### src/rtl/accel_mem_arbiter_pkg.sv
`default_nettype none
// +------------------------------------------------------------------+
// | accel_mem_arbiter_pkg : shared types and index helpers            |
// | Rev 1.0 - initial release                                         |
// +------------------------------------------------------------------+
package accel_mem_arbiter_pkg;

  typedef enum logic [1:0] {
    ARB_IDLE  = 2'd0,
    ARB_ISSUE = 2'd1,
    ARB_WAIT  = 2'd2
  } arb_state_t;

  typedef enum logic {
    OP_RD = 1'b0,
    OP_WR = 1'b1
  } mem_op_t;

  // Requester index width; a single requester still gets a 1-bit index.
  function automatic int idx_width(input int n);
    return (n > 1) ? $clog2(n) : 1;
  endfunction

  function automatic int wrap_inc(input int v, input int n);
    return (v + 1 >= n) ? 0 : v + 1;
  endfunction

endpackage
`default_nettype wire

### src/rtl/accel_mem_arbiter_rr_arbiter.sv
`default_nettype none
// +------------------------------------------------------------------+
// | rr_arbiter : combinational round-robin pick starting at i_ptr     |
// | Rev 1.0 - initial release                                         |
// +------------------------------------------------------------------+
module rr_arbiter
  import accel_mem_arbiter_pkg::*;
#(
  parameter int N = 4,
  localparam int c_idx_w = idx_width(N)
) (
  input  logic [N-1:0]       i_req,
  input  logic [c_idx_w-1:0] i_ptr,
  output logic [c_idx_w-1:0] o_gnt_idx,
  output logic               o_gnt_valid
);

  logic [c_idx_w-1:0] w_idx;

  always_comb begin
    o_gnt_idx   = '0;
    o_gnt_valid = 1'b0;
    w_idx       = '0;
    // Scan farthest offset first so the requester nearest to i_ptr overwrites the rest.
    for (int k = N - 1; k >= 0; k--) begin
      w_idx = c_idx_w'((int'(i_ptr) + k) % N);
      if (i_req[w_idx]) begin
        o_gnt_idx   = w_idx;
        o_gnt_valid = 1'b1;
      end
    end
  end

endmodule
`default_nettype wire

### src/rtl/accel_mem_arbiter.sv
`default_nettype none
// +------------------------------------------------------------------+
// | accel_mem_arbiter : shares one CPU memory port among accelerators |
// | Rev 1.0 - initial release                                         |
// +------------------------------------------------------------------+
module accel_mem_arbiter
  import accel_mem_arbiter_pkg::*;
#(
  parameter int NUM_REQ = 4,
  parameter int ADDR_W  = 16,
  parameter int DATA_W  = 32,
  parameter int RD_W    = 512,
  parameter int TIMEOUT = 255
) (
  input  logic                        clk,
  input  logic                        rst,
  input  logic [NUM_REQ-1:0]          i_req_wr_en,
  input  logic [NUM_REQ-1:0]          i_req_rd_en,
  input  logic [NUM_REQ*ADDR_W-1:0]   i_req_addr,
  input  logic [NUM_REQ*DATA_W-1:0]   i_req_wr_data,
  output logic [NUM_REQ-1:0]          o_req_wr_done,
  output logic [NUM_REQ-1:0]          o_req_rd_valid,
  output logic [NUM_REQ-1:0]          o_req_err,
  output logic [RD_W-1:0]             o_req_rd_data,
  output logic                        o_mem_wr_en,
  output logic                        o_mem_rd_en,
  output logic [ADDR_W-1:0]           o_mem_addr,
  output logic [DATA_W-1:0]           o_mem_wr_data,
  input  logic                        i_mem_wr_done,
  input  logic                        i_mem_rd_valid,
  input  logic [RD_W-1:0]             i_mem_rd_data,
  output logic                        o_busy
);

  localparam int c_idx_w = idx_width(NUM_REQ);
  localparam int c_tmo_w = $clog2(TIMEOUT + 1);
  localparam logic [c_tmo_w-1:0] c_tmo_last = c_tmo_w'(TIMEOUT - 1);
  localparam logic [c_tmo_w-1:0] c_tmo_sat  = {c_tmo_w{1'b1}};

  arb_state_t          r_state;
  mem_op_t             r_op;
  logic [c_idx_w-1:0]  r_owner;
  logic [c_idx_w-1:0]  r_rr_ptr;
  logic [c_tmo_w-1:0]  r_tmo_cnt;

  logic [ADDR_W-1:0]   w_addr_arr [NUM_REQ];
  logic [DATA_W-1:0]   w_data_arr [NUM_REQ];
  logic [NUM_REQ-1:0]  w_last_done;
  logic [NUM_REQ-1:0]  w_wr_pend;
  logic [NUM_REQ-1:0]  w_rd_pend;
  logic [NUM_REQ-1:0]  w_pend;
  logic [c_idx_w-1:0]  w_gnt_idx;
  logic                w_gnt_valid;
  logic                w_gnt_is_wr;
  logic                w_resp_match;
  logic                w_tmo_hit;
  logic [c_idx_w-1:0]  w_owner_next;

  for (genvar gi = 0; gi < NUM_REQ; gi++) begin : g_unpack
    assign w_addr_arr[gi] = i_req_addr[gi*ADDR_W +: ADDR_W];
    assign w_data_arr[gi] = i_req_wr_data[gi*DATA_W +: DATA_W];
  end

  // In the pulse cycle the finished owner still holds its level request; mask
  // only the op that just completed so a held wr+rd pair moves on to the read.
  assign w_last_done = o_req_wr_done | o_req_rd_valid | o_req_err;
  assign w_wr_pend   = i_req_wr_en & ~(w_last_done & {NUM_REQ{r_op == OP_WR}});
  assign w_rd_pend   = i_req_rd_en & ~(w_last_done & {NUM_REQ{r_op == OP_RD}});
  assign w_pend      = w_wr_pend | w_rd_pend;

  rr_arbiter #(
    .N (NUM_REQ)
  ) u_rr_arbiter (
    .i_req       (w_pend),
    .i_ptr       (r_rr_ptr),
    .o_gnt_idx   (w_gnt_idx),
    .o_gnt_valid (w_gnt_valid)
  );

  assign w_gnt_is_wr  = w_wr_pend[w_gnt_idx];
  assign w_resp_match = (r_op == OP_WR) ? i_mem_wr_done : i_mem_rd_valid;
  assign w_tmo_hit    = (r_tmo_cnt == c_tmo_last);
  assign w_owner_next = c_idx_w'(wrap_inc(int'(r_owner), NUM_REQ));
  assign o_busy       = (r_state != ARB_IDLE);

  always_ff @(posedge clk or posedge rst) begin
    if (rst) begin
      r_state        <= ARB_IDLE;
      r_op           <= OP_RD;
      r_owner        <= '0;
      r_rr_ptr       <= '0;
      r_tmo_cnt      <= '0;
      o_req_wr_done  <= '0;
      o_req_rd_valid <= '0;
      o_req_err      <= '0;
      o_req_rd_data  <= '0;
      o_mem_wr_en    <= 1'b0;
      o_mem_rd_en    <= 1'b0;
      o_mem_addr     <= '0;
      o_mem_wr_data  <= '0;
    end else begin
      o_req_wr_done  <= '0;
      o_req_rd_valid <= '0;
      o_req_err      <= '0;
      o_mem_wr_en    <= 1'b0;
      o_mem_rd_en    <= 1'b0;
      case (r_state)
        ARB_IDLE: begin
          if (w_gnt_valid) begin
            r_owner       <= w_gnt_idx;
            r_op          <= w_gnt_is_wr ? OP_WR : OP_RD;
            o_mem_addr    <= w_addr_arr[w_gnt_idx];
            o_mem_wr_data <= w_data_arr[w_gnt_idx];
            o_mem_wr_en   <= w_gnt_is_wr;
            o_mem_rd_en   <= ~w_gnt_is_wr;
            r_state       <= ARB_ISSUE;
          end
        end
        ARB_ISSUE, ARB_WAIT: begin
          if (w_resp_match) begin
            if (r_op == OP_WR) begin
              o_req_wr_done[r_owner] <= 1'b1;
            end else begin
              o_req_rd_valid[r_owner] <= 1'b1;
              o_req_rd_data           <= i_mem_rd_data;
            end
            r_rr_ptr <= w_owner_next;
            r_state  <= ARB_IDLE;
          end else if ((r_state == ARB_WAIT) && w_tmo_hit) begin
            o_req_err[r_owner] <= 1'b1;
            r_rr_ptr           <= w_owner_next;
            r_state            <= ARB_IDLE;
          end else begin
            r_state <= ARB_WAIT;
            if (r_state == ARB_ISSUE) begin
              r_tmo_cnt <= '0;
            end else if (r_tmo_cnt != c_tmo_sat) begin
              r_tmo_cnt <= r_tmo_cnt + 1'b1;
            end
          end
        end
        default: r_state <= ARB_IDLE;
      endcase
    end
  end

endmodule
`default_nettype wire

### config.mk
export PLATFORM = sky130hd
export DESIGN_NAME = accel_mem_arbiter
export DESIGN_NICKNAME = d
export VERILOG_FILES = /design/src/rtl/accel_mem_arbiter_pkg.sv /design/src/rtl/accel_mem_arbiter_rr_arbiter.sv /design/src/rtl/accel_mem_arbiter.sv
export SDC_FILE = /design/constraint.sdc
export NUM_CORES = 2
export LEC_CHECK = 0
export ABC_CLOCK_PERIOD_IN_PS = 18800
export CAP_MARGIN = 0
export CORE_AREA = 2 2 499 501
export DETAILED_ROUTE_END_ITERATION = 7
export DIE_AREA = 0 0 501 503
export HOLD_SLACK_MARGIN = 0.08
export MAX_ROUTING_LAYER = met4
export PLACE_DENSITY = 0.35
export RECOVER_POWER = 25
export SLEW_MARGIN = 20
export SYNTH_ARGS = -nofsm -noshare
export SYNTH_HDL_FRONTEND = slang
export SYNTH_SLANG_ARGS = --single-unit
### constraint.sdc
create_clock -name clk -period 18.8 [get_ports clk]
set_input_delay 2.82 -clock clk [delete_from_list [all_inputs] [get_ports clk]]
set_output_delay 2.82 -clock clk [all_outputs]
set_load 0.02 [all_outputs]
==> impl_metrics.env <==
export IMPL_status="finished, violations left"
export IMPL_violations="max-capacitance violations, max-slew violations"
export IMPL_grt_pass1_vias=21300
export IMPL_power_mw=8.03
export IMPL_ys_ff_latch=589
export IMPL_die_h_um=503
export IMPL_postPlaceCellArea_sq_mm=0.0408
export IMPL_start_kind="primary input"
export IMPL_rsz0062_at_grt="false"
export IMPL_firstDrtPassIters=5
export IMPL_antenna_found_initial=69
export IMPL_hold_path_class="reg -> reg"
export IMPL_setup_tns_ps=0
export IMPL_yosys_warnings=0
export IMPL_crit_slowest_cell="clkbuf_1"
export IMPL_design_die_area_sq_mm=0.252
export IMPL_required_ps=19500
export IMPL_route_met3_wl_um=15800
export IMPL_power_density_mw_per_mm2=184
export IMPL_gp_congestion=0.868
export IMPL_hpwl_um=123000
export IMPL_crit_type="in -> async"
export IMPL_whs_ps=483
export IMPL_drc=0
export IMPL_grt_max_degree=141
export IMPL_grt_pass1_wl_um=200000
export IMPL_ys_flop_type="dfrtp_1"
export IMPL_setup_violations=0
export IMPL_via_per_inst=3.11
export IMPL_path_cells="dlygate4sd3_1 -> clkinvlp_2 -> clkbuf_1 -> clkbuf_1 -> buf_4 -> buf_4"
export IMPL_ctsHtreeMaxLevel=3
export IMPL_cts_buffers=86
export IMPL_wl_um=153000
export IMPL_ctsHoldBuffers=0
export IMPL_clk_latency_ps=710
export IMPL_ios=1291
export IMPL_finalNetCount=3652
export IMPL_syn_area_sq_mm=0.0241
export IMPL_vdd_drop_max_mv=0.0858
export IMPL_layout_common_cells="clkdlybuf4s50_1, dfrtp_1, mux2_2"
export IMPL_rows=183
export IMPL_cts_tree="built"
export IMPL_met1_length_um=56900
export IMPL_synth_edf_count=0
export IMPL_ys_seq_area_share_pct=61.2
export IMPL_fillCellCount=27100
export IMPL_slew_viol_final=143
export IMPL_root_buffer="clkbuf_16"
export IMPL_worst_pin_slew_ps=3580
export IMPL_final_common_cell="clkdlybuf4s50_1"
export IMPL_drive_gt1_share_pct=23.7
export IMPL_design_area_sq_mm=0.0437
export IMPL_finalCritPeriodShare_pct=42.9
export IMPL_postSynthAreaPerCell_sq_um=14.8
export IMPL_io_buffers=1290
export IMPL_finalHoldViolations=0
export IMPL_coreArea_sq_mm=0.247
export IMPL_period_minus_slack_ps=8060
export IMPL_area_growth_pct=81.5
export IMPL_grt_ovfl_total=0
export IMPL_slew_headroom_pct=-139
export IMPL_wl_met2_um=76700
export IMPL_ys_async_sr_fraction_pct=100
export IMPL_max_freq_mhz=124
export IMPL_slowest_delay_ps=1880
export IMPL_grt_total_usage_pct=12.0
export IMPL_end_kind="async pin"
export IMPL_cts_resized=0
export IMPL_leakagePower_nw=16.7
export IMPL_post_cts_buffers=0
export IMPL_initial_core_util_pct=9.74
export IMPL_clock_skew_ps=39.1
export IMPL_worst_path_max_fanout=62
export IMPL_dr_max_layer_used="met4"
export IMPL_path_clk_slew_ps=50
export IMPL_arrival_ps=8760
export IMPL_syn_nets=2352
export IMPL_syn_inst=1626
export IMPL_drv_cap=3
export IMPL_ctsLongestPathBuffers=3
export IMPL_drt_iter0_markers=775
export IMPL_cts_sinks=589
export IMPL_die_x_um=501
export IMPL_vias=19500
export IMPL_routedWlPerCell_um=24.3
export IMPL_ant_nets=0
export IMPL_synthDistinctLibCells=43
==> flip-flops by register name, indices dropped and copies added (netlist names) <==
signal / flops
o_req_rd_data: 512
o_mem_wr_data: 32
o_mem_addr: 16
r_tmo_cnt: 8
o_req_err: 4
o_req_rd_valid: 4
o_req_wr_done: 4
r_owner: 2
r_rr_ptr: 2
r_state: 2
o_mem_rd_en: 1
o_mem_wr_en: 1
r_op: 1
==> through the flow <==
stage / std cells / util [%] / setup WS, ps
2_1_floorplan: 1626 / - / 7950
3_3_place_gp: 6075 / 16.5 / 11920
3_5_place_dp: 6075 / 16.5 / 11880
4_1_cts: 6226 / 17.6 / 12710
5_1_grt: 6266 / 17.7 / 9730
6_report: 6282 / 17.7 / 10740
==> cells by family (layout without fill, tap and decap cells) <==
family                     after synthesis  in the layout  synth area share (%)
other                                    0             56                     0
and+or+nand+nor                        113            113                  2.11
AOI/OAI and AO/OA                      190            190                  6.76
buffers and inverters                  159           1522                  3.18
muxes                                  565            565                  26.2
adders and majority gates               10             10                 0.520
DFF                                    589            589                  61.2
==> cell usage after synthesis, types with 2 or more instances <==
master,number,share of area [%]
o221ai_2,2,0.12
mux2_2,516,24
clkbuf_1,23,0.36
a211o_1,3,0.11
and3_1,7,0.18
and2_1,7,0.18
buf_2,63,1.3
nand3_1,5,0.10
or3_1,2,0.052
nor3_1,5,0.10
inv_1,58,0.90
nand4_1,2,0.052
a31oi_1,3,0.078
dfrtp_1,589,61
a21o_1,2,0.062
o22a_1,2,0.073
o21ai_0,13,0.27
nand2b_1,6,0.16
a211oi_2,36,1.9
buf_4,4,0.12
o22ai_1,2,0.052
nand2_1,13,0.20
buf_6,10,0.47
nor2_1,63,0.98
o41ai_1,2,0.073
ha_1,10,0.52
mux2i_1,49,2.0
a211oi_1,110,3.4
o31ai_1,5,0.16
==> final cells by class <==
class / instances / area (sq um) / share of cell area, %
diodes: 56 / 140 / 0.321
clock buffers: 127 / 2470 / 5.65
clock inverters: 24 / 333 / 0.762
inverters: 58 / 219 / 0.501
multi-input cells: 878 / 8620 / 19.7
flip-flops and latches: 589 / 14700 / 33.7
well taps: 3237 / 4050 / 9.27
repair buffers: 1313 / 13100 / 30.0
==> final timing paths <==
check                               start                  to  slack, ps  cells after the start
setup / recovery                      rst  o_req_rd_data[510]      10740                      6
hold / removal               r_tmo_cnt[7]        r_tmo_cnt[7]        480                      1
setup reg to reg                     r_op   o_req_rd_data[76]      12990                      5
hold reg to reg              r_tmo_cnt[7]        r_tmo_cnt[7]        480                      1
max in group clk           i_mem_rd_valid   o_req_rd_data[76]      10980                      6
min in group asynchronous             rst  o_req_rd_data[479]       2780                      2
==> power breakdown <==
part	internal (mW)	leakage (nW)	switching, mW
logic	1.90	8.32	2.17
clock network	0.978	1.36	0.690
registers	1.91	7.01	0.391
==> worst max-delay path, delay by kind of cell <==
kind                   cells  cell delay (ps)
buffers and inverters      6             5780
==> metal layers <==
layer / GRT usage [%] / up-vias
li1: - / 8577
met3: 5.00 / 182
met4: 3.03 / 0
met5: - / -
met2: 20.7 / 986
met1: 12.7 / 9761
Note: power is estimated with default switching activity, not from simulation.
